## src/rtl/rr_grant_arbiter_pkg.sv

```systemverilog
// Shared arbiter definitions: handshake state encoding reused by round-robin style arbiters.
package rr_grant_arbiter_pkg;

    typedef enum logic [1:0] {
        IDLE  = 2'd0,
        OFFER = 2'd1,
        OWNED = 2'd2
    } statetype;

endpackage

```

## src/rtl/rr_find_first.sv

```systemverilog
// Round-robin search: first set request bit at or after Ptr, wrapping modulo N.
module rr_find_first #(
    parameter int unsigned BINARY_BITS = 3
) (
    input  logic [2**BINARY_BITS-1:0] Req,
    input  logic [BINARY_BITS-1:0]    Ptr,
    output logic                      Any,
    output logic [BINARY_BITS-1:0]    Idx
);

    localparam int unsigned N = 2**BINARY_BITS;

    logic [2*N-1:0]         doubled;
    logic [N-1:0]           rotated;
    logic [BINARY_BITS-1:0] offset;

    // Rotate so Ptr lands at bit 0, pick the lowest set bit, then undo the rotation.
    always_comb begin
        doubled = {Req, Req};
        rotated = N'(doubled >> Ptr);
        offset  = '0;
        for (int i = N - 1; i >= 0; i--) begin
            if (rotated[i]) begin
                offset = BINARY_BITS'(i);
            end
        end
        Any = |Req;
        Idx = offset + Ptr;
    end

endmodule

```

## src/rtl/rr_grant_arbiter.sv

```systemverilog
// Round-robin arbiter presenting a binary grant index with valid/ready offer and held ownership.
module rr_grant_arbiter
    import rr_grant_arbiter_pkg::*;
#(
    parameter int unsigned BINARY_BITS = 3
) (
    input  logic                      clk,
    input  logic                      reset,
    input  logic [2**BINARY_BITS-1:0] Req,
    input  logic                      GrantReady,
    input  logic                      Done,
    output logic                      GrantValid,
    output logic [BINARY_BITS-1:0]    GrantIdx,
    output logic                      Busy
);

    localparam int unsigned N = 2**BINARY_BITS;

    statetype               state_q, state_d;
    logic [BINARY_BITS-1:0] ptr_q, ptr_d;
    logic [BINARY_BITS-1:0] grant_idx_q, grant_idx_d;
    logic                   grant_valid_q, grant_valid_d;
    logic                   busy_q, busy_d;

    logic                   win_any;
    logic [BINARY_BITS-1:0] win_idx;
    logic [N-1:0]           req_vec;

    assign req_vec = Req;

    // Ptr is already advanced at acceptance, so one search serves IDLE and OWNED.
    rr_find_first #(
        .BINARY_BITS(BINARY_BITS)
    ) u_find_first (
        .Req (req_vec),
        .Ptr (ptr_q),
        .Any (win_any),
        .Idx (win_idx)
    );

    always_ff @(posedge clk) begin
        if (reset) begin
            state_q       <= IDLE;
            ptr_q         <= '0;
            grant_idx_q   <= '0;
            grant_valid_q <= 1'b0;
            busy_q        <= 1'b0;
        end else begin
            state_q       <= state_d;
            ptr_q         <= ptr_d;
            grant_idx_q   <= grant_idx_d;
            grant_valid_q <= grant_valid_d;
            busy_q        <= busy_d;
        end
    end

    always_comb begin
        state_d     = state_q;
        ptr_d       = ptr_q;
        grant_idx_d = grant_idx_q;
        case (state_q)
            IDLE: begin
                if (win_any) begin
                    grant_idx_d = win_idx;
                    state_d     = OFFER;
                end
            end
            OFFER: begin
                if (GrantReady) begin
                    ptr_d   = grant_idx_q + 1'b1;
                    state_d = OWNED;
                end
            end
            OWNED: begin
                if (Done) begin
                    if (win_any) begin
                        grant_idx_d = win_idx;
                        state_d     = OFFER;
                    end else begin
                        state_d = IDLE;
                    end
                end
            end
            default: begin
                state_d = IDLE;
            end
        endcase
    end

    // Outputs are decoded from the next state so they come straight off flops.
    always_comb begin
        grant_valid_d = (state_d == OFFER);
        busy_d        = (state_d == OWNED);
    end

    assign GrantValid = grant_valid_q;
    assign GrantIdx   = grant_idx_q;
    assign Busy       = busy_q;

endmodule

```

## config.mk

```make
export PLATFORM = sky130hd
export DESIGN_NAME = rr_grant_arbiter
export DESIGN_NICKNAME = d
export VERILOG_FILES = /design/src/rtl/rr_grant_arbiter_pkg.sv /design/src/rtl/rr_find_first.sv /design/src/rtl/rr_grant_arbiter.sv
export SDC_FILE = /design/constraint.sdc
export NUM_CORES = 1
export LEC_CHECK = 0
export BUFFER_PORTS_ARGS = -buffer_cell sky130_fd_sc_hd__buf_2
export CAP_MARGIN = 20
export CORE_MARGIN = 2
export CORE_UTILIZATION = 50
export DETAILED_ROUTE_END_ITERATION = 10
export GPL_ROUTABILITY_DRIVEN = 0
export PLACE_DENSITY = 0.75
export SETUP_SLACK_MARGIN = 0.3
export SLEW_MARGIN = 25
export SYNTH_ARGS = -nofsm -noshare
export SYNTH_HDL_FRONTEND = slang
export SYNTH_SLANG_ARGS = --single-unit
```

## constraint.sdc

```tcl
create_clock -name clk -period 2.5 [get_ports clk]
set_input_delay 0.25 -clock clk [delete_from_list [all_inputs] [get_ports clk]]
set_output_delay 0.25 -clock clk [all_outputs]
set_load 0.05 [all_outputs]
```

Word-level counts from Yosys, hierarchy flattened --
Cells that the tools add are included.
Storage, ports and cells: logic and storage cells 34, bits of input ports 12, output and inout bits 5, bits in registers 10
Cells by class: reduce and logical (&&, ||, !) cells 5, shifts and indexed selects 1, muxes and demuxes 16, equal/unequal tests 5, add/sub/neg operators 2
Operators with widths (count):
- 2-to-1 mux 3 bit | 10
- >> shifter 16 x 3 -> 8 bit | 1
- OR reduction 8 bit | 1
- 2-to-1 mux 2 bit | 3
- one-hot mux 2 bit (3 select lines) | 1
- one-hot mux 3 bit (2 select lines) | 1
- == test 2 x 1 -> 1 bit, second input constant | 2
- == test 2 bit, second input constant | 2
- AND reduction 2 bit | 2
- adder 3 x 1 -> 3 bit, second input constant | 1
- adder 3 bit | 1
- logical NOT 2 bit | 1
- != test 2 bit, second input constant | 1
- nonzero test 2 bit | 1
- 2-to-1 mux 1 bit | 1

Depth between registers and ports, before layout --
word-level depth 13, gate-level depth with buffers 16, mapped depth without buffers 13

By module --
A second synthesis with hierarchy kept.
Unflattened totals: cell total of the unflattened synthesis 89, area total of the unflattened synthesis 953.4 um2
Modules (own cells, without submodules):
- rr_find_first | area an instance 519.2 um2, times used 1, cells each 50, sequential area each 0.0 um2
- rr_grant_arbiter | area an instance 434.2 um2, times used 1, cells each 39, sequential area each 200.2 um2

Least setup slack after synthesis --
No wires, ideal clock.
kind flip-flop to flip-flop, from register ptr_q[0], to register grant_idx_q[2] (netlist: GrantIdx[2]), library setup time 0.137 ns, cell stages (with the launch flop) 16, data required time 2.363 ns, clock period less this slack 2.723 ns, slack -0.223 ns, path buffers 2, data arrival time 2.586 ns, cell sequence dfxtp_1 > buf_6 > buf_12 > mux2i_1 > mux4_2 > o21ai_2 > a221oi_2 > a211oi_2 > a21oi_2 > ha_1 > inv_1 > fa_1 > xor2_1 > nor3_1 > o211ai_1 > o311ai_2
On the way: longest elaborated chain between the ends 13
RTL lines:
- start: declaration | line rr_grant_arbiter.sv:20 | logic [BINARY_BITS-1:0] ptr_q, ptr_d;
- start signal: assignment | line rr_grant_arbiter.sv:50 | ptr_q <= ptr_d;
- >> shifter 16 x 3 -> 8 bit | line rr_find_first.sv:20 | rotated = N'(doubled >> Ptr);
- 2-to-1 mux 3 bit (8 in a row) | line rr_find_first.sv:23 | if (rotated[i]) begin
- adder 3 bit (*) | line rr_find_first.sv:28 | Idx = offset + Ptr;
- 2-to-1 mux 3 bit (*) | line rr_grant_arbiter.sv:63, rr_grant_arbiter.sv:76
- 2-to-1 mux 3 bit | line rr_grant_arbiter.sv:75 | if (Done) begin
- one-hot mux 3 bit (2 select lines) (*) | line rr_grant_arbiter.sv:61 | case (state_q)
- end signal: assignment | line rr_grant_arbiter.sv:51 | grant_idx_q <= grant_idx_d;
- end: declaration | line rr_grant_arbiter.sv:21 | logic [BINARY_BITS-1:0] grant_idx_q, grant_idx_d;
Every way passes the cells marked *; elsewhere a longest branch is shown, timed or not. The select of a mux whose other input is x is not followed. A chain may end at the register's enable or synchronous reset.

Worst setup path after layout --
Same ends and word-level chain as after synthesis.

==> results.toml <==
[placement]
dp_slack_ns = -0.273
io_buffer_count = 16
detailed_place_hpwl_mm = 2.15

[drt]
first_pass_iters = 4
drtIter0Drc = 52
postRouteAntennaNets = 0
via_per_inst = 6.16
drc_errors = 0
wirelength_mm = 2.97
via_count = 1171
wl_per_cell_um = 15.6

[global_routing]
grt_start_max_net_pins = 13
grt_pass1_wl_mm = 4.69
grt-ovfl-total = 0
grt_usage_pct = 23.4
antenna_found_initial = 0
grt_pass1_vias = 1093

[cts]
cts.sinks = 10
clk_path_buf_depth = 2
cts_buffers = 3
htree_num_levels = 1
cts-root-buf = "clkbuf_4"
insertion_delay_ns = 0.26
clk_pin_slew_worst_paths_ns = 0.06
cts_tree = "yes"

[power_and_ir_drop]
switching_share_pct = 39.9
ir_worst_vdd_mv = 0.318
seq_power_share_pct = 31.6
net-switching-power_w = 0.000242
leakage_nw = 0.544
combPwrFrac_pct = 50.8
clkPwrFrac_pct = 17.7
p_int_w = 0.000364
power_density_nw_per_um2 = 440

[critical_path]
crit_path_cell_trace = "buf_6, mux2i_4, mux4_2, o21ai_2, a221oi_2, a211oi_2, a21oi_2, ha_4, inv_2, fa_2, xor2_2, nor3_1, o211ai_1, o311ai_2"
cpPeakStageDelay_ns = 0.41
rr_startpoint = "ptr_q[0]"
slowest_stage = "dfxtp_4"
crit_family = "compound AO/OA/AOI/OAI gates"
r2r_cells = 14
crit_type = "reg -> reg"
cp-end-kind = "flop"
path_buf_inv = 2
regToRegSetupSlack_ns = -0.26
r2r_end = "GrantIdx[2]"
arrival_ns = 2.90
crit_required_ns = 2.63
cp_max_fo = 6
start_kind = "flop"
cp-startpoint = "ptr_q[0]"

[die]
die_h_um = 50.4
num_rows = 16
core_area_um2 = 2000
num_io_pins = 17
die_x_um = 50.4
die_area_um2 = 2540
start_util_pct = 53.8

[outcome]
status = "finished, violations left"
violations = "negative setup slack"

[yosys]
avgSynthCellArea_um2 = 8.28
synthArstFlopShare_pct = 0
synth_top_area_share_pct = 18.6
synth_edf_count = 0
yosysTopAreaCell = "dfxtp_1"
syn-num-nets = 145
synth_ff_type = "dfxtp_1"
synth-seq-cells = 10
synth_area_leaders = "dfxtp_1 (19%), mux2i_1 (8.4%), a21oi_1 (4.2%)"
netlist_area_um2 = 1080
synth_cells = 130
yosysWarnings = 0
ys_types = 46
synth_seq_area_share_pct = 18.6

[sta]
max_slew_margin_pct = 69.7
setup_ws_ns = -0.260
fin_crit_sh_pct = 110
period_needed_ns = 2.76
rsz0062_at_grt = "yes"
fmaxAchievable_mhz = 362
setup_viol = 2
drv_slew = 0
skew_ns = 0.00763
hold_viol = 0
worst-slew-pin-transition_ns = 0.454

[cells_and_area]
utilization_pct = 68.9
final_common_cell = "buf_4"
drive_gt1_share_pct = 38.7
final_cell_mix = "buf_4 (20), buf_2 (16), nand2_1 (11), nor2_1 (11), dfxtp_1 (9)"
fillers = 156
diodes = 0
fin_nets = 180
synthToLayoutAreaGrowth_pct = 28.1

[min_path]
whs_path_depth = 2
hp-start = "reset"
holdPathEnd = "GrantIdx[1]"
min_path_type = "in -> reg"

[flow_run]
drv_cap = 0
sequential cells by signal, summed over array words and instances, names as in the netlist:
register	count
Busy	1
ptr_q	3
GrantIdx	3
state_q	2
GrantValid	1
synthesized netlist by cell type, types with 3 or more instances:
master    number
a211oi_1       3
mux2i_1        9
nand3_1        5
o211ai_1       3
inv_1          3
nand2_1       11
nor3_1         9
a31oi_1        3
nor2_1        11
nand2b_1       6
dfxtp_1       10
a21oi_1        9
layer usage:
metal,up-vias,routed length (um),GRT usage (%)
met5,-,0,0
met4,0,110,11.7
met3,10,156,1.79
met2,52,1510,41.0
met1,544,1190,28.8
li1,565,-,-
what timing repair did:
item	in CTS	in global routing
setup endpoints to repair	3	3
hold buffers	0	0
hold endpoints to repair	0	0
pin swaps	2	2
resized for setup	5	12
setup buffers	1	4
power by group through the flow:
stage	clock, W	combinational, W	sequential, W
floorplan	0	0.000174	0.000221
global placement	0	0.000262	0.000195
detailed placement	0	0.000267	0.000196
CTS	0.000113	0.000278	0.000193
global route	0.000118	0.000335	0.000194
finish	0.000107	0.000308	0.000191
how the worst max path moves through the flow:
stage                        endpoint  slack (ns)  cells past startpoint
after floorplan           GrantIdx[2]        -0.1                     15
after global placement    GrantIdx[2]       -0.14                     13
after detailed placement  GrantIdx[2]       -0.27                     13
after CTS                 GrantIdx[2]       -0.22                     13
after global routing      GrantIdx[2]       -0.39                     14
final                     GrantIdx[2]       -0.26                     14
worst register-to-register path, cell delays in order, from the launching register on:
cell and delay (ns):
dfxtp_4 0.41, buf_6 0.15, mux2i_4 0.23, mux4_2 0.27
o21ai_2 0.07, a221oi_2 0.26, a211oi_2 0.07, a21oi_2 0.17
ha_4 0.15, inv_2 0.03, fa_2 0.34, xor2_2 0.15
nor3_1 0.06, o211ai_1 0.14, o311ai_2 0.14
cell families after synthesis:
kind of cell,synth area share (%)
multiplexers,13.8
XOR/XNOR,1.63
flip-flops,18.6
buffers and inverters,11.0
adder cells (fa/ha/maj),4.19
AND/OR/NAND/NOR,23.6
AO/OA/AOI/OAI,27.1
through the flow:
stage               TNS, ns  instances  hold WS [ns]  power (W)  area, um2
floorplan            -0.122        130         0.459   0.000395       1090
global placement     -0.227        182         0.479   0.000456       1250
detailed placement   -0.422        182         0.495   0.000464       1250
CTS                  -0.292        186         0.288   0.000584       1300
global route         -0.635        190         0.304   0.000646       1380
finish               -0.404        190         0.284   0.000606       1380
layout make-up:
class | count | area [um2] | share of cell area (%)
sequential | 10 | 204 | 14.8
clock buffer | 3 | 22.5 | 1.63
timing repair buffer | 39 | 264 | 19.1
multi-input combinational | 107 | 826 | 59.9
tap | 27 | 33.8 | 2.45
inverter | 4 | 28.8 | 2.09
Note: power is estimated with default switching activity, not from simulation.
